--- src/rtl/gpu_text_pkg.sv ---
// Constants and state encoding shared by the text console writer and the
// text sequencer: grid geometry, fill code and console control codes.
package gpu_text_pkg;

    localparam int unsigned COLS   = 40;
    localparam int unsigned ROWS   = 30;
    localparam int unsigned ADDR_W = 12;

    localparam logic [7:0] BLANK = 8'h20;
    localparam logic [7:0] CH_CR = 8'h0D;
    localparam logic [7:0] CH_LF = 8'h0A;
    localparam logic [7:0] CH_BS = 8'h08;

    typedef enum logic [2:0] {
        IDLE,
        WRITE,
        CLEAR,
        SC_RD,
        SC_WR,
        SC_BLANK
    } state_e;

endpackage

--- src/rtl/text_console_writer_if.sv ---
// Byte-stream handshake, display RAM port A and cursor/status signals of the
// console writer; slave is the writer side, master is the host/RAM side.
interface text_console_writer_if;
    import gpu_text_pkg::*;

    logic [7:0]        char_in;
    logic              char_valid;
    logic              char_ready;
    logic              cls;
    logic [ADDR_W-1:0] mem_addr;
    logic [7:0]        mem_wdata;
    logic              mem_en;
    logic              mem_we;
    logic [7:0]        mem_rdata;
    logic [5:0]        cursor_x;
    logic [4:0]        cursor_y;
    logic              busy;

    modport slave (
        input  char_in, char_valid, cls, mem_rdata,
        output char_ready, mem_addr, mem_wdata, mem_en, mem_we,
               cursor_x, cursor_y, busy
    );

    modport master (
        output char_in, char_valid, cls, mem_rdata,
        input  char_ready, mem_addr, mem_wdata, mem_en, mem_we,
               cursor_x, cursor_y, busy
    );

endinterface

--- src/rtl/text_addr_calc.sv ---
// Cell address of a text grid position: y*40 + x computed as (y<<5)+(y<<3)+x.
module text_addr_calc
    import gpu_text_pkg::*;
(
    input  logic [5:0]        x,
    input  logic [4:0]        y,
    output logic [ADDR_W-1:0] addr
);

    assign addr = (ADDR_W'(y) << 5) + (ADDR_W'(y) << 3) + ADDR_W'(x);

endmodule

--- src/rtl/text_console_writer.sv ---
// Console front end: accepts bytes, tracks the cursor, writes characters into
// display RAM port A and performs clear-screen and one-line scroll-up.
module text_console_writer
    import gpu_text_pkg::*;
(
    input  logic                 clk,
    input  logic                 reset,
    text_console_writer_if.slave bus
);

    localparam logic [5:0]        X_LAST      = 6'(COLS - 1);
    localparam logic [4:0]        Y_LAST      = 5'(ROWS - 1);
    localparam logic [ADDR_W-1:0] ADDR_LAST   = ADDR_W'(COLS * ROWS - 1);
    localparam logic [ADDR_W-1:0] SRC_FIRST   = ADDR_W'(COLS);
    localparam logic [ADDR_W-1:0] DST_LAST    = ADDR_W'(COLS * (ROWS - 1) - 1);
    localparam logic [ADDR_W-1:0] BLANK_FIRST = ADDR_W'(COLS * (ROWS - 1));
    localparam logic [ADDR_W-1:0] STEP_BACK   = ADDR_W'(COLS);
    localparam logic [ADDR_W-1:0] STEP_FWD    = ADDR_W'(COLS + 1);

    state_e            state_q, state_d;
    logic [5:0]        x_q, x_d;
    logic [4:0]        y_q, y_d;
    logic              cls_pend_q, cls_pend_d;
    logic              scroll_pend_q, scroll_pend_d;
    logic [ADDR_W-1:0] mem_addr_q, mem_addr_d;
    logic [7:0]        mem_wdata_q, mem_wdata_d;
    logic              mem_en_q, mem_en_d;
    logic              mem_we_q, mem_we_d;

    logic [5:0]        calc_x;
    logic [ADDR_W-1:0] cell_addr;
    logic              is_print;

    // Backspace targets the cell left of the cursor; everything else the cursor cell.
    assign calc_x   = (bus.char_in == CH_BS) ? x_q - 6'd1 : x_q;
    assign is_print = (bus.char_in >= 8'h20) && (bus.char_in <= 8'h7E);

    text_addr_calc u_addr (
        .x    (calc_x),
        .y    (y_q),
        .addr (cell_addr)
    );

    always_comb begin
        state_d       = state_q;
        x_d           = x_q;
        y_d           = y_q;
        cls_pend_d    = cls_pend_q | bus.cls;
        scroll_pend_d = scroll_pend_q;
        mem_addr_d    = mem_addr_q;
        mem_wdata_d   = mem_wdata_q;
        mem_en_d      = 1'b0;
        mem_we_d      = 1'b0;

        case (state_q)
            IDLE: begin
                if (cls_pend_q) begin
                    state_d     = CLEAR;
                    cls_pend_d  = 1'b0;
                    x_d         = '0;
                    y_d         = '0;
                    mem_addr_d  = '0;
                    mem_wdata_d = BLANK;
                    mem_en_d    = 1'b1;
                    mem_we_d    = 1'b1;
                end else if (bus.char_valid) begin
                    if (is_print) begin
                        state_d     = WRITE;
                        mem_addr_d  = cell_addr;
                        mem_wdata_d = bus.char_in;
                        mem_en_d    = 1'b1;
                        mem_we_d    = 1'b1;
                        if (x_q == X_LAST) begin
                            x_d = '0;
                            if (y_q < Y_LAST) y_d = y_q + 5'd1;
                            else              scroll_pend_d = 1'b1;
                        end else begin
                            x_d = x_q + 6'd1;
                        end
                    end else if (bus.char_in == CH_CR) begin
                        x_d = '0;
                    end else if (bus.char_in == CH_LF) begin
                        x_d = '0;
                        if (y_q < Y_LAST) begin
                            y_d = y_q + 5'd1;
                        end else begin
                            state_d    = SC_RD;
                            mem_addr_d = SRC_FIRST;
                            mem_en_d   = 1'b1;
                        end
                    end else if ((bus.char_in == CH_BS) && (x_q != '0)) begin
                        state_d     = WRITE;
                        x_d         = x_q - 6'd1;
                        mem_addr_d  = cell_addr;
                        mem_wdata_d = BLANK;
                        mem_en_d    = 1'b1;
                        mem_we_d    = 1'b1;
                    end
                end
            end
            WRITE: begin
                // A wrap on the last row defers the scroll until the character is written.
                if (scroll_pend_q) begin
                    state_d       = SC_RD;
                    scroll_pend_d = 1'b0;
                    mem_addr_d    = SRC_FIRST;
                    mem_en_d      = 1'b1;
                end else begin
                    state_d = IDLE;
                end
            end
            CLEAR: begin
                cls_pend_d = 1'b0;
                if (mem_addr_q == ADDR_LAST) begin
                    state_d = IDLE;
                end else begin
                    mem_addr_d = mem_addr_q + 1'b1;
                    mem_en_d   = 1'b1;
                    mem_we_d   = 1'b1;
                end
            end
            SC_RD: begin
                state_d    = SC_WR;
                mem_addr_d = mem_addr_q - STEP_BACK;
                mem_en_d   = 1'b1;
                mem_we_d   = 1'b1;
            end
            SC_WR: begin
                if (mem_addr_q == DST_LAST) begin
                    state_d     = SC_BLANK;
                    mem_addr_d  = BLANK_FIRST;
                    mem_wdata_d = BLANK;
                    mem_en_d    = 1'b1;
                    mem_we_d    = 1'b1;
                end else begin
                    state_d    = SC_RD;
                    mem_addr_d = mem_addr_q + STEP_FWD;
                    mem_en_d   = 1'b1;
                end
            end
            SC_BLANK: begin
                if (mem_addr_q == ADDR_LAST) begin
                    state_d = IDLE;
                end else begin
                    mem_addr_d = mem_addr_q + 1'b1;
                    mem_en_d   = 1'b1;
                    mem_we_d   = 1'b1;
                end
            end
            default: state_d = IDLE;
        endcase
    end

    always_ff @(posedge clk or negedge reset) begin
        if (!reset) begin
            state_q       <= IDLE;
            x_q           <= '0;
            y_q           <= '0;
            cls_pend_q    <= 1'b1;
            scroll_pend_q <= 1'b0;
            mem_addr_q    <= '0;
            mem_wdata_q   <= '0;
            mem_en_q      <= 1'b0;
            mem_we_q      <= 1'b0;
        end else begin
            state_q       <= state_d;
            x_q           <= x_d;
            y_q           <= y_d;
            cls_pend_q    <= cls_pend_d;
            scroll_pend_q <= scroll_pend_d;
            mem_addr_q    <= mem_addr_d;
            mem_wdata_q   <= mem_wdata_d;
            mem_en_q      <= mem_en_d;
            mem_we_q      <= mem_we_d;
        end
    end

    // Read data arrives during SC_WR, too late to register; forward it directly.
    assign bus.mem_wdata  = (state_q == SC_WR) ? bus.mem_rdata : mem_wdata_q;
    assign bus.mem_addr   = mem_addr_q;
    assign bus.mem_en     = mem_en_q;
    assign bus.mem_we     = mem_we_q;
    assign bus.cursor_x   = x_q;
    assign bus.cursor_y   = y_q;
    assign bus.char_ready = (state_q == IDLE) && !cls_pend_q;
    assign bus.busy       = (state_q inside {CLEAR, SC_RD, SC_WR, SC_BLANK}) ||
                            ((state_q == IDLE) && cls_pend_q);

endmodule

--- src/flat_wrapper.sv ---
// flat-port wrapper written by rule: the top's interface ports become plain ports
module text_console_writer_flat import gpu_text_pkg::*;
  (clk, reset, bus_char_in, bus_char_valid, bus_cls, bus_mem_rdata, bus_char_ready, bus_mem_addr, bus_mem_wdata, bus_mem_en, bus_mem_we, bus_cursor_x, bus_cursor_y, bus_busy);
  text_console_writer_if bus_i ();
  input  logic clk;
  input  logic reset;
  input wire logic [$bits(bus_i.char_in)-1:0] bus_char_in;
  input wire logic [$bits(bus_i.char_valid)-1:0] bus_char_valid;
  input wire logic [$bits(bus_i.cls)-1:0] bus_cls;
  input wire logic [$bits(bus_i.mem_rdata)-1:0] bus_mem_rdata;
  output wire logic [$bits(bus_i.char_ready)-1:0] bus_char_ready;
  output wire logic [$bits(bus_i.mem_addr)-1:0] bus_mem_addr;
  output wire logic [$bits(bus_i.mem_wdata)-1:0] bus_mem_wdata;
  output wire logic [$bits(bus_i.mem_en)-1:0] bus_mem_en;
  output wire logic [$bits(bus_i.mem_we)-1:0] bus_mem_we;
  output wire logic [$bits(bus_i.cursor_x)-1:0] bus_cursor_x;
  output wire logic [$bits(bus_i.cursor_y)-1:0] bus_cursor_y;
  output wire logic [$bits(bus_i.busy)-1:0] bus_busy;
  assign bus_i.char_in = bus_char_in;
  assign bus_i.char_valid = bus_char_valid;
  assign bus_i.cls = bus_cls;
  assign bus_i.mem_rdata = bus_mem_rdata;
  assign bus_char_ready = bus_i.char_ready;
  assign bus_mem_addr = bus_i.mem_addr;
  assign bus_mem_wdata = bus_i.mem_wdata;
  assign bus_mem_en = bus_i.mem_en;
  assign bus_mem_we = bus_i.mem_we;
  assign bus_cursor_x = bus_i.cursor_x;
  assign bus_cursor_y = bus_i.cursor_y;
  assign bus_busy = bus_i.busy;
  text_console_writer u_core (.clk(clk), .reset(reset), .bus(bus_i));
endmodule
--- config.mk ---
export PLATFORM = sky130hd
export DESIGN_NAME = text_console_writer_flat
export DESIGN_NICKNAME = d
export VERILOG_FILES = /design/src/rtl/gpu_text_pkg.sv /design/src/rtl/text_console_writer_if.sv /design/src/rtl/text_addr_calc.sv /design/src/rtl/text_console_writer.sv /design/src/flat_wrapper.sv
export SDC_FILE = /design/constraint.sdc
export NUM_CORES = 1
export LEC_CHECK = 0
export ABC_AREA = 1
export ABC_CLOCK_PERIOD_IN_PS = 7400
export BUFFER_PORTS_ARGS = -buffer_cell sky130_fd_sc_hd__buf_2
export CORE_MARGIN = 5
export CORE_UTILIZATION = 41
export CTS_CLUSTER_DIAMETER = 30
export DETAILED_ROUTE_END_ITERATION = 16
export MAX_ROUTING_LAYER = met4
export PLACE_DENSITY = 0.66
export RECOVER_POWER = 100
export SLEW_MARGIN = 15
export SYNTH_ARGS = -nofsm -noshare
export SYNTH_HDL_FRONTEND = slang
export SYNTH_SLANG_ARGS = --single-unit
--- constraint.sdc ---
create_clock -name clk -period 7.4 [get_ports clk]
set_input_delay 1.48 -clock clk [delete_from_list [all_inputs] [get_ports clk]]
set_output_delay 1.48 -clock clk [all_outputs]
set_load 0.005 [all_outputs]
======== After elaboration in Yosys (flattened, before gate mapping) ========
Cells that the tools add are included.
W data, S select, Z words.
operators by class
  mux-type cells .......................... 71
  reduce and logical (&&, ||, !) cells .... 23
  equal/unequal tests ..................... 28
  $add $sub $neg .......................... 8
  bitwise logic cells ..................... 1
  order comparisons ....................... 3
operator list
  kind                     count
  $mux W12                 10
  $mux W8                  8
  $pmux W12 S5             1
  $mux W6                  8
  $mux W5                  7
  $mux W3                  9
  $eq A12 B11 Y1 const B   2
  $eq A8 B4 Y1 const B     3
  $mux W1                  21
  $pmux W8 S2              1
  $pmux W3 S5              1
  $add A11 B6 Y12          1
  $add A12 B1 Y12 const B  1
  $add A12 B6 Y12 const B  1
  $reduce_and A6 Y1        2
  $sub A12 B6 Y12 const B  1
  $add A10 B8 Y11          1
  $ne A2 B1 Y1 const B     5
  $reduce_and A5 Y1        2
  $reduce_bool A5 Y1       2
  $ge A8 B6 Y1 const B     1
  $le A8 B7 Y1 const B     1
  $ne A2 B2 Y1 const B     4
  $ne A4 B2 Y1 const B     2
  other kinds (28)         39
word-level totals
  flip-flop bits (word level) ............. 38
  input port bits ......................... 20
  word-level logic and storage cells ...... 143
  output and inout port bits .............. 35

======== Longest topological paths before layout ========
Gate-level depths: netlist of run 1.
  depth in word-level cells ............... 10
  mapped depth ............................ 21
  mapped depth without buffers ............ 21

======== Modules after synthesis ========
A second synthesis of run 1 with hierarchy kept.
second synthesis, totals
  cell total of the unflattened synthesis .. 617
  area total of the unflattened synthesis .. 3796.1 sq um
modules (own cells, without submodules)
  module               instances  seq. area each (sq um)  area an instance (sq um)  cells each
  text_console_writer  1          952.2                   3480.8                    575
  text_addr_calc       1          0.0                     315.3                     42

======== Worst setup path before layout of run 1 ========
OpenSTA, ideal clock, no wires.
  kind .................................... input -> register
  start point ............................. input bus_char_in[4]
  end point ............................... register u_core.mem_addr_q[8], in the netlist u_core.bus.mem_addr[8]
  arrival ................................. 3.666 ns
  path buffers ............................ 0
  library setup time ...................... 0.116 ns
  cell stages on the path ................. 19
  data required time ...................... 7.284 ns
  setup slack ............................. 3.618 ns
  cell sequence ........................... nor2_1 -> nand2_2 -> nor2_4 -> inv_1 -> nand2_1 -> o21ai_0 -> fa_1 -> inv_1 -> fa_1 -> inv_1 -> nand3_1 -> nand2_1 -> nand2_1 -> nand2_1 -> nor2_1 -> nand2_1 -> nand3b_1 -> nand2_1 -> nand2_1
on the way
  word-level cells in the longest chain between the ends .. 10
  elaborated cells between the ends (all ways) .. 20
  those cells by class .................... 1 x add/sub; 2 x order compare; 6 x eq/ne; 8 x mux; 3 x reduce/logical
ends and longest elaborated chain
  what                  RTL line                                              RTL
  from (decl)           flat_wrapper.sv:7                                     input wire logic [$bits(bus_i.char_in)-1:0] bus_char_in;
  $eq A8 B4 Y1          text_console_writer.sv:35, text_console_writer.sv:91
  $mux W6               text_console_writer.sv:35                             assign calc_x = (bus.char_in == CH_BS) ? x_q - 6'd1 : x_q;
  $add A11 B6 Y12       text_addr_calc.sv:10                                  assign addr = (ADDR_W'(y) << 5) + (ADDR_W'(y) << 3) + ADDR_W'(x);
  $mux W12              text_console_writer.sv:91                             end else if ((bus.char_in == CH_BS) && (x_q != '0)) begin
  $mux W12              text_console_writer.sv:82                             end else if (bus.char_in == CH_LF) begin
  $mux W12              text_console_writer.sv:80                             end else if (bus.char_in == CH_CR) begin
  $mux W12              text_console_writer.sv:67                             if (is_print) begin
  $mux W12              text_console_writer.sv:66                             end else if (bus.char_valid) begin
  $mux W12              text_console_writer.sv:57                             if (cls_pend_q) begin
  $pmux W12 S5          text_console_writer.sv:55                             case (state_q)
  to (signal assigned)  text_console_writer.sv:171                            mem_addr_q <= mem_addr_d;
  to (decl)             text_console_writer.sv:25                             logic [ADDR_W-1:0] mem_addr_q, mem_addr_d;
Parallel ways exist; a longest one is shown, timed or not. The select of a mux whose other input is x is not followed.
A chain may end at the register's enable or synchronous reset.

======== Worst setup path after layout of run 1 ========
  start point ............................. input bus_char_in[5]
  end point ............................... register u_core.mem_addr_q[8], in the netlist u_core.bus.mem_addr[8]
Same word-level chain as after synthesis.

==> flow_summary.json, run 1 <==
{
  "violations": "capacitance limit, slew limit",
  "avgSynthCellArea_um2": 6.20,
  "holdPathStages": 2,
  "critPathTopFamily": "simple AND/OR/NAND/NOR gates",
  "dp_slack_ns": 3.25,
  "reg2reg_setup_slack_ns": 4.37,
  "leakage_nw": 2.28,
  "yosys.area.top_type": "dfrtp_1",
  "synth_seq_area_share_pct": 24.7,
  "cpMostUsedCell": "nand2_1",
  "synth_seq_cells": 38,
  "r2r_cells": 19,
  "die_area_um2": 11400,
  "core-area_um2": 9200,
  "min_period_over_period_pct": 54.7,
  "cts_buffers": 5,
  "grt_max_degree": 39,
  "design_power_total_mw": 1.54,
  "setup_viol": 0,
  "grt_pass1_wl_um": 18400,
  "tightest_slew_ns": 2.16,
  "synth_ff_type": "dfrtp_1",
  "grt_overflow": 0,
  "fin_setup_tns_ns": 0,
  "dp.cells": 774,
  "synth_top_family_by_area": "simple AND/OR/NAND/NOR gates",
  "die_w_um": 107,
  "critPathMaxFanout": 7,
  "synthCells": 621,
  "start_kind": "primary input",
  "critical_path_buf_inv_count": 4,
  "ctsResizeCount": 0,
  "synth.mux.area_fraction_pct": 0,
  "via_count": 4058,
  "rsz0062_at_grt": "false",
  "htreeDepth": 2,
  "status": "complete, but fails checks",
  "dr.pass1.iters": 4,
  "yosysMostFrequentCell": "nand2_1",
  "critPathMaxStageDelay_ns": 0.52,
  "antenna_left": 0,
  "yosysWarnings": 0,
  "synth_compound_area_share_pct": 7.76,
  "drive_gt1_share_pct": 13.3,
  "area_growth_pct": 8.61,
  "diodes": 0,
  "cts_hold_buf": 0,
  "required_ns": 7.60,
  "routedWlPerCell_um": 13.8,
  "cp_slowest_cell": "fa_1",
  "drv_slew": 39,
  "rr_endpoint": "u_core.bus.mem_addr[8]",
  "synth_cell_types": 34,
  "io_buffers": 54,
  "start_util_pct": 41.9,
  "hold_start": "u_core.mem_wdata_q[3]",
  "whs_ns": 0.496,
  "finalNetCount": 709,
  "synth-xor-area-share_pct": 2.27,
  "routed_wl_um": 10800,
  "holdPathEnd": "u_core.mem_wdata_q[3]",
  "synthSimpleGateAreaFrac_pct": 49.5,
  "drv_cap": 1,
  "reg2reg_from": "u_core.bus.cursor_x[0]",
  "crit_arrival_ns": 4.25,
  "synth_area_leaders": "dfrtp_1, nand2_1, nand3_1, nor2_1, inv_1",
  "min_path_type": "flip-flop to flip-flop",
  "setup.worst_path.class": "primary input to flip-flop",
  "clkSinkCount": 38,
  "drtIter0Drc": 200,
  "synth-adder-area-share_pct": 6.56,
  "yosys-top-cells-count": "nand2_1, nand3_1, nor2_1",
  "slew_headroom_pct": -43.8,
  "async_flop_share_pct": 100,
  "power_density_nw_per_um2": 368,
  "clock_path_buffers": 2,
  "grt_usage_pct": 20.3,
  "timing.final.ws_setup_ns": 3.35,
  "stdcell_count": 782,
  "die_h_um": 107,
  "clk_latency_ns": 0.32,
  "gp_congestion": 0.949,
  "cts_setup_buffers": 0,
  "fin_skew_ns": 0.0171,
  "vias_per_cell": 5.19,
  "cp-end-kind": "flip-flop",
  "synth_edf_count": 0,
  "fin_crit_ns": 4.05,
  "dp_hpwl_um": 8160,
  "crit_chain": "buf_2, nor2_2, nand2_2, nor2_1, inv_1, nand2_1, o21ai_0, fa_1, inv_1, fa_1, inv_1, nand3_1, nand2_1, nand2_1, nand2_1, nor2_1, nand2_1, nand3b_1, nand2_1, nand2_1",
  "cts_tree": "built",
  "synth_top_area_share_pct": 24.0,
  "vdd_ir_drop_max_uv": 164,
  "root_buffer": "clkbuf_8",
  "syn_area_um2": 3850,
  "syn_nets": 660,
  "grt_pass1_vias": 3855,
  "rows": 35,
  "hold_viol": 0,
  "fmax_mhz": 247,
  "num_io_pins": 55,
  "fillers": 996,
  "route.detailed.drc": 0,
  "clk_pin_slew_ns": 0.08,
  "antenna_found_initial": 0
}
-- sequential cells by signal (all words and copies together) (netlist names) --
register	count
u_core.scroll_pend_q	1
u_core.bus.mem_addr	12
u_core.cls_pend_q	1
u_core.state_q	3
u_core.mem_wdata_q	8
u_core.bus.mem_en	1
u_core.bus.cursor_y	5
u_core.bus.cursor_x	6
u_core.bus.mem_we	1
-- cells by family after synthesis --
logic type                 after synthesis
buffers and inverters                   83
AOI/OAI and AO/OA                       49
adders and majority gates               19
xor gates and xnor gates                10
DFF                                     38
and+or+nand+nor                        422
-- layout by cell type, fill, tap and decap left out, drive strengths merged --
master / n
clkinvlp: 2
clkinv: 2
a31oi: 5
dfrtp: 37
nand3: 75
ha: 17
or2: 1
bufinv: 1
nand2: 243
nor3: 7
a21oi: 12
buf: 41
clkbuf: 18
fa: 2
o211ai: 4
nor2: 77
nor4: 2
nand4: 12
nand3b: 5
inv: 69
dfstp: 1
o21ai: 28
xor2: 8
xnor2: 2
-- routing by layer --
metal	share of wire (%)	GRT usage, %
met1	46	27.9
met2	46	31.0
met3	5.9	3.73
met4	1.8	5.48
met5	0	-
-- metrics by stage --
| step | utilization [%] | cell area [µm²] |
|---|---|---|
| final | 45.5 | 4180 |
| after global routing | 45.5 | 4180 |
| after CTS | 46.6 | 4290 |
| after detailed placement | 45.4 | 4180 |
| after global placement | 45.4 | 4180 |
| after floorplan | - | 3850 |
-- worst reg2reg max path, delay by kind of cell (launching register included) --
kind,cells,cell delay [ns]
xor+xnor,1,0.19
simple gates,10,0.69
flops,1,0.48
fa+ha+maj,4,1.13
compound gates,1,0.11
buf+inv,3,0.33
-- worst max-delay path by stage --
| stage | to | slack (ns) | cells after the start | from |
|---|---|---|---|---|
| 6_report | u_core.bus.mem_addr[8] | 3.35 | 20 | bus_char_in[5] |
| 3_3_place_gp | u_core.bus.mem_addr[8] | 3.35 | 20 | bus_char_in[5] |
| 3_5_place_dp | u_core.bus.mem_addr[8] | 3.25 | 20 | bus_char_in[4] |
| 2_1_floorplan | u_core.bus.mem_addr[8] | 3.62 | 19 | bus_char_in[4] |
| 5_1_grt | u_core.bus.mem_addr[8] | 3.07 | 19 | bus_char_in[4] |
| 4_1_cts | u_core.bus.mem_addr[8] | 3.57 | 20 | bus_char_in[4] |
-- final cells by class --
cell class / instances / area, µm² / share of cell area, %
clock buffer: 5 / 68.8 / 1.65
clock inverter: 3 / 45.0 / 1.08
inverter: 71 / 268 / 6.40
multi-input combinational: 500 / 2460 / 58.7
sequential: 38 / 952 / 22.8
tap: 111 / 139 / 3.32
timing repair buffer: 54 / 253 / 6.04
-- where the power goes --
group	internal, mW	switching (mW)	total, mW
sequential	0.289	0.138	0.427
clock	0.100	0.0915	0.192
combinational	0.319	0.602	0.921
total	0.709	0.832	1.54
No activity file was read; power rests on OpenSTA's default activity.
==> inputs of run 2 (changes only) <==
--- a/config.mk
+++ b/config.mk
@@ -6,7 +6,7 @@
 export NUM_CORES = 1
 export LEC_CHECK = 0
 export ABC_AREA = 1
-export ABC_CLOCK_PERIOD_IN_PS = 7400
+export ABC_CLOCK_PERIOD_IN_PS = 4100
 export BUFFER_PORTS_ARGS = -buffer_cell sky130_fd_sc_hd__buf_2
 export CORE_MARGIN = 5
 export CORE_UTILIZATION = 41
==> constraint.sdc (replaced) <==
create_clock -name clk -period 4.1 [get_ports clk]
set_input_delay 0.82 -clock clk [delete_from_list [all_inputs] [get_ports clk]]
set_output_delay 0.82 -clock clk [all_outputs]
set_load 0.005 [all_outputs]
==> flow_summary.json, run 2 (synthesis results as in run 1) <==
{
  "status": "complete, but fails checks",
  "violations": "capacitance limit, slew limit",
  "fin_crit_ns": 3.36,
  "clkSinkCount": 38,
  "die_h_um": 107,
  "leakage_nw": 2.28,
  "tightest_slew_ns": 2.17,
  "cts_tree": "built",
  "sequentialPowerShare_pct": 27.3,
  "fillers": 1003,
  "clk_pin_slew_ns": 0.10,
  "pwr-share-comb_pct": 58.6,
  "setup.worst_path.class": "primary input to flip-flop",
  "dp.cells": 774,
  "power_frac_clock_pct": 14.1,
  "die_w_um": 107,
  "core-area_um2": 9200,
  "fin_setup_tns_ns": 0,
  "slew_headroom_pct": -44.9,
  "drive_gt1_share_pct": 12.5,
  "rsz0062_at_grt": "false",
  "start_util_pct": 41.9,
  "cts_setup_buffers": 0,
  "finalNetCount": 709,
  "via_count": 4041,
  "holdPathStages": 2,
  "fin_util_pct": 45.6,
  "grt_max_degree": 39,
  "antenna_left": 0,
  "routedWlPerCell_um": 13.7,
  "dr.pass1.iters": 5,
  "setup_viol": 0,
  "rows": 35,
  "routed_wl_um": 10700,
  "cts_buffers": 5,
  "vdd_ir_drop_max_uv": 288,
  "htreeDepth": 2,
  "register_area_um2": 952,
  "final_common_cell": "nand2_1",
  "grt_overflow": 0,
  "antenna_found_initial": 0,
  "fin_skew_ns": 0.0215,
  "multiInputGateArea_um2": 2450,
  "ctsResizeCount": 0,
  "diodes": 0,
  "hold_viol": 0,
  "drv_slew": 39,
  "start_kind": "primary input",
  "io_buffers": 54,
  "rr_endpoint": "u_core.bus.mem_addr[8]",
  "switchingPower_mw": 1.49,
  "grt_pass1_vias": 3726,
  "hold_start": "u_core.mem_wdata_q[3]",
  "stdcell_count": 782,
  "dp_hpwl_um": 8160,
  "r2r_cells": 19,
  "grt_usage_pct": 19.7,
  "largest_register_ffs": 12,
  "die_area_um2": 11400,
  "area_growth_pct": 8.93,
  "crit_arrival_ns": 3.58,
  "holdPathEnd": "u_core.mem_wdata_q[3]",
  "required_ns": 4.31,
  "root_buffer": "clkbuf_8",
  "swShare_pct": 52.8,
  "reg2reg_from": "u_core.bus.cursor_x[0]",
  "design_power_total_mw": 2.83,
  "final_cell_mix": "nand2_1, nand3_1, nor2_1",
  "cell_internal_pwr_mw": 1.34,
  "grt_pass1_wl_um": 17800,
  "clock_path_buffers": 2,
  "vias_per_cell": 5.17,
  "power_density_nw_per_um2": 675,
  "min_period_over_period_pct": 82.1,
  "fmax_mhz": 297,
  "route.detailed.drc": 0,
  "drv_cap": 1,
  "reg2reg_setup_slack_ns": 1.12,
  "gp_congestion": 0.949,
  "critPathMaxFanout": 7,
  "clk_latency_ns": 0.31,
  "num_io_pins": 55,
  "min_path_type": "flip-flop to flip-flop",
  "cp-end-kind": "flip-flop",
  "drtIter0Drc": 244,
  "cts_hold_buf": 0
}
-- run 2: layout make-up --
class | count | share of cell area [%]
clock buffers | 5 | 1.64
multi-input cells | 500 | 58.4
inverters | 71 | 6.38
flip-flops and latches | 38 | 22.7
well taps | 111 | 3.31
clock inverters | 3 | 1.64
repair buffers | 54 | 5.91
-- run 2: worst max path at each step --
stage,cells past startpoint,slack [ns],start,endpoint
after floorplan,19,0.98,bus_char_in[4],u_core.bus.mem_addr[8]
after global placement,20,0.71,bus_char_in[5],u_core.bus.mem_addr[8]
final,20,0.74,bus_char_in[5],u_core.bus.mem_addr[8]
after CTS,20,0.96,bus_char_in[5],u_core.bus.mem_addr[8]
after detailed placement,20,0.63,bus_char_in[5],u_core.bus.mem_addr[8]
after global routing,20,0.45,bus_char_in[4],u_core.bus.mem_addr[8]
-- run 2: worst max-delay path: stages --
cell      delay (ns)
buf_2           0.12
nor2_2          0.13
nand2_2         0.09
nor2_1          0.34
inv_1           0.20
nand2_1         0.09
o21ai_0         0.11
fa_1            0.52
inv_1           0.06
fa_1            0.45
inv_1           0.09
nand3_1         0.08
nand2_1         0.08
nand2_1         0.05
nand2_1         0.05
nor2_1          0.04
nand2_1         0.06
nand3b_1        0.08
nand2_1         0.07
nand2_1         0.04
-- run 2: power by group through the flow --
stage | Clock, mW | Combinational, mW | Sequential (mW)
2_1_floorplan | 0 | 1.36 | 0.684
3_3_place_gp | 0 | 1.72 | 0.777
3_5_place_dp | 0 | 1.74 | 0.782
4_1_cts | 0.410 | 1.75 | 0.777
5_1_grt | 0.431 | 1.90 | 0.798
6_report | 0.399 | 1.66 | 0.772
-- run 2: routing by layer --
layer  wire length (µm)  up-vias  track usage [%]  part of all wire, %
met4                146        0             5.02                  1.4
met1               5230     1856             27.3                   49
met3                427       11             2.77                  4.0
li1                   -     2084                -                    -
met5                  0        -                -                    0
met2               4930       90             30.6                   46
-- run 2: through the flow --
step	setup WS, ns	hold WS, ns	cell area (µm²)
floorplan	0.978	0.455	3850
global placement	0.711	0.470	4180
detailed placement	0.628	0.474	4180
CTS	0.957	0.493	4310
global route	0.447	0.513	4200
finish	0.735	0.494	4200
==> inputs of run 3 (changes only) <==
--- a/config.mk
+++ b/config.mk
@@ -6,14 +6,14 @@
 export NUM_CORES = 1
 export LEC_CHECK = 0
 export ABC_AREA = 1
-export ABC_CLOCK_PERIOD_IN_PS = 4100
+export ABC_CLOCK_PERIOD_IN_PS = 2950
 export BUFFER_PORTS_ARGS = -buffer_cell sky130_fd_sc_hd__buf_2
 export CORE_MARGIN = 5
 export CORE_UTILIZATION = 41
 export CTS_CLUSTER_DIAMETER = 30
 export DETAILED_ROUTE_END_ITERATION = 16
 export MAX_ROUTING_LAYER = met4
-export PLACE_DENSITY = 0.66
+export PLACE_DENSITY = 0.69
 export RECOVER_POWER = 100
 export SLEW_MARGIN = 15
 export SYNTH_ARGS = -nofsm -noshare
==> constraint.sdc (replaced) <==
create_clock -name clk -period 2.95 [get_ports clk]
set_input_delay 0.59 -clock clk [delete_from_list [all_inputs] [get_ports clk]]
set_output_delay 0.59 -clock clk [all_outputs]
set_load 0.005 [all_outputs]
==> flow_summary.json, run 3 (synthesis results as in run 1) <==
{
  "routedWlPerCell_um": 13.7,
  "gp_congestion": 0.879,
  "fmax_mhz": 363,
  "critPathMaxStageDelay_ns": 0.39,
  "root_buffer": "clkbuf_8",
  "hold_viol": 0,
  "r2r_cells": 19,
  "clock_path_buffers": 2,
  "area_growth_pct": 16.9,
  "dr.pass1.iters": 4,
  "clkSinkCount": 38,
  "antenna_left": 0,
  "drtIter0Drc": 199,
  "start_util_pct": 41.9,
  "diodes": 0,
  "setup_viol": 0,
  "vias_per_cell": 5.21,
  "die_h_um": 107,
  "via_count": 4185,
  "min_path_type": "primary input to async pin",
  "required_ns": 3.15,
  "cts_buffers": 5,
  "start_kind": "flip-flop",
  "cp_slowest_cell": "dfrtp_1",
  "fillers": 950,
  "fin_util_pct": 48.9,
  "routed_wl_um": 11000,
  "grt_pass1_wl_um": 18500,
  "min_period_over_period_pct": 93.3,
  "status": "finished clean",
  "power_density_nw_per_um2": 931,
  "reg2reg_from": "u_core.bus.cursor_x[0]",
  "setup.worst_path.class": "flip-flop to flip-flop",
  "drv_cap": 0,
  "tightest_slew_ns": 0.932,
  "fin_setup_tns_ns": 0,
  "grt_usage_pct": 20.2,
  "grt_max_degree": 39,
  "htreeDepth": 2,
  "io_buffers": 54,
  "fin_crit_ns": 2.75,
  "largest_register_ffs": 12,
  "finalNetCount": 731,
  "dp_hpwl_um": 8470,
  "antenna_found_initial": 0,
  "vdd_ir_drop_max_uv": 359,
  "drive_gt1_share_pct": 20.8,
  "cpMostUsedCell": "nand2_1",
  "clk_latency_ns": 0.30,
  "cts_tree": "built",
  "clk_pin_slew_ns": 0.10,
  "slew_headroom_pct": 37.9,
  "final_common_cell": "nand2_1",
  "critPathMaxFanout": 6,
  "die_area_um2": 11400,
  "route.detailed.drc": 0,
  "final_cell_mix": "nand2_1, nand3_1, nor2_1",
  "rr_endpoint": "u_core.bus.mem_addr[8]",
  "grt_overflow": 0,
  "cts_hold_buf": 0,
  "fin_skew_ns": 0.00951,
  "core-area_um2": 9200,
  "critical_path_buf_inv_count": 3,
  "rows": 35,
  "drv_slew": 0,
  "leakage_nw": 2.46,
  "grt_pass1_vias": 3863,
  "num_io_pins": 55,
  "critPathTopFamily": "adder cells",
  "reg2reg_setup_slack_ns": 0.20,
  "die_w_um": 107,
  "crit_chain": "inv_2, ha_4, nand3_1, xor2_1, o21ai_1, ha_1, ha_2, inv_1, fa_1, inv_1, nand3_1, nand2_1, nand2_1, nand2_1, nor2_1, nand2_1, nand3b_1, nand2_1, nand2_1",
  "crit_arrival_ns": 2.95,
  "cp-end-kind": "flip-flop"
}
## run 3: changes by cell type in the layout (fill, tap and decap cells not counted), moves of 5 or more
cell      delta
o21ai_0      -7
nand2_1      -5
buf_4       +21
clkbuf_1    -11
nor2_1       -6
buf_2       +11
o21ai_2      +5
## run 3: worst register-to-register path, cell delays in order, from the launching register on
cell and delay [ns]:
dfrtp_1 0.39, inv_2 0.13, ha_4 0.16, nand3_1 0.10
xor2_1 0.23, o21ai_1 0.10, ha_1 0.31, ha_2 0.18
inv_1 0.05, fa_1 0.37, inv_1 0.08, nand3_1 0.08
nand2_1 0.08, nand2_1 0.05, nand2_1 0.06, nor2_1 0.04
nand2_1 0.06, nand3b_1 0.07, nand2_1 0.07, nand2_1 0.04
## run 3: area by class of cell
cell class	instances	area [µm²]	area share (%)
Multi-Input combinational cell	500	2580	57.2
Sequential cell	38	953	21.2
Timing Repair Buffer	76	427	9.48
Inverter	71	268	5.95
Tap cell	111	139	3.09
Clock buffer	5	68.8	1.53
Clock inverter	3	68.8	1.53
## run 3: per-stage QoR
step	hold WS, ns	cell area [µm²]	setup slack (ns)	std cells	power, mW
5_1_grt	0.513	4500	-0.00285	804	4.63
6_report	0.423	4500	0.199	804	4.19
3_5_place_dp	0.473	4300	-0.0934	791	3.55
4_1_cts	0.453	4440	0.0825	799	4.13
3_3_place_gp	0.473	4300	-0.0487	791	3.50
2_1_floorplan	0.294	3850	0.0581	621	2.84
## run 3: routing by layer
metal	wire length, µm	vias up	track usage, %
met5	0	-	-
met4	113	0	4.02
met2	5280	108	33.7
met1	4990	1943	26.4
met3	593	9	2.83
li1	-	2125	-
## run 3: how the worst max path moves through the flow
| stage | end | cells past startpoint | from | slack (ns) |
|---|---|---|---|---|
| detailed placement | u_core.bus.mem_addr[8] | 20 | bus_char_in[5] | -0.09 |
| global route | u_core.bus.mem_addr[8] | 19 | u_core.bus.cursor_x[0] | -0.003 |
| global placement | u_core.bus.mem_addr[8] | 20 | bus_char_in[5] | -0.05 |
| CTS | u_core.bus.mem_addr[8] | 19 | u_core.bus.cursor_x[0] | 0.08 |
| floorplan | u_core.bus.mem_addr[8] | 19 | bus_char_in[4] | 0.06 |
| finish | u_core.bus.mem_addr[8] | 19 | u_core.bus.cursor_x[0] | 0.20 |
## run 3: timing repair
item                                    4_1_cts  5_1_grt
hold endpoints to repair                      0        0
endpoints found under the setup margin        0        4
setup buffers                                 0        5
resized for setup                             0       13
## run 3: power breakdown
group,internal [mW],switching (mW)
sequential,0.726,0.321
clock,0.340,0.229
combinational,0.942,1.63
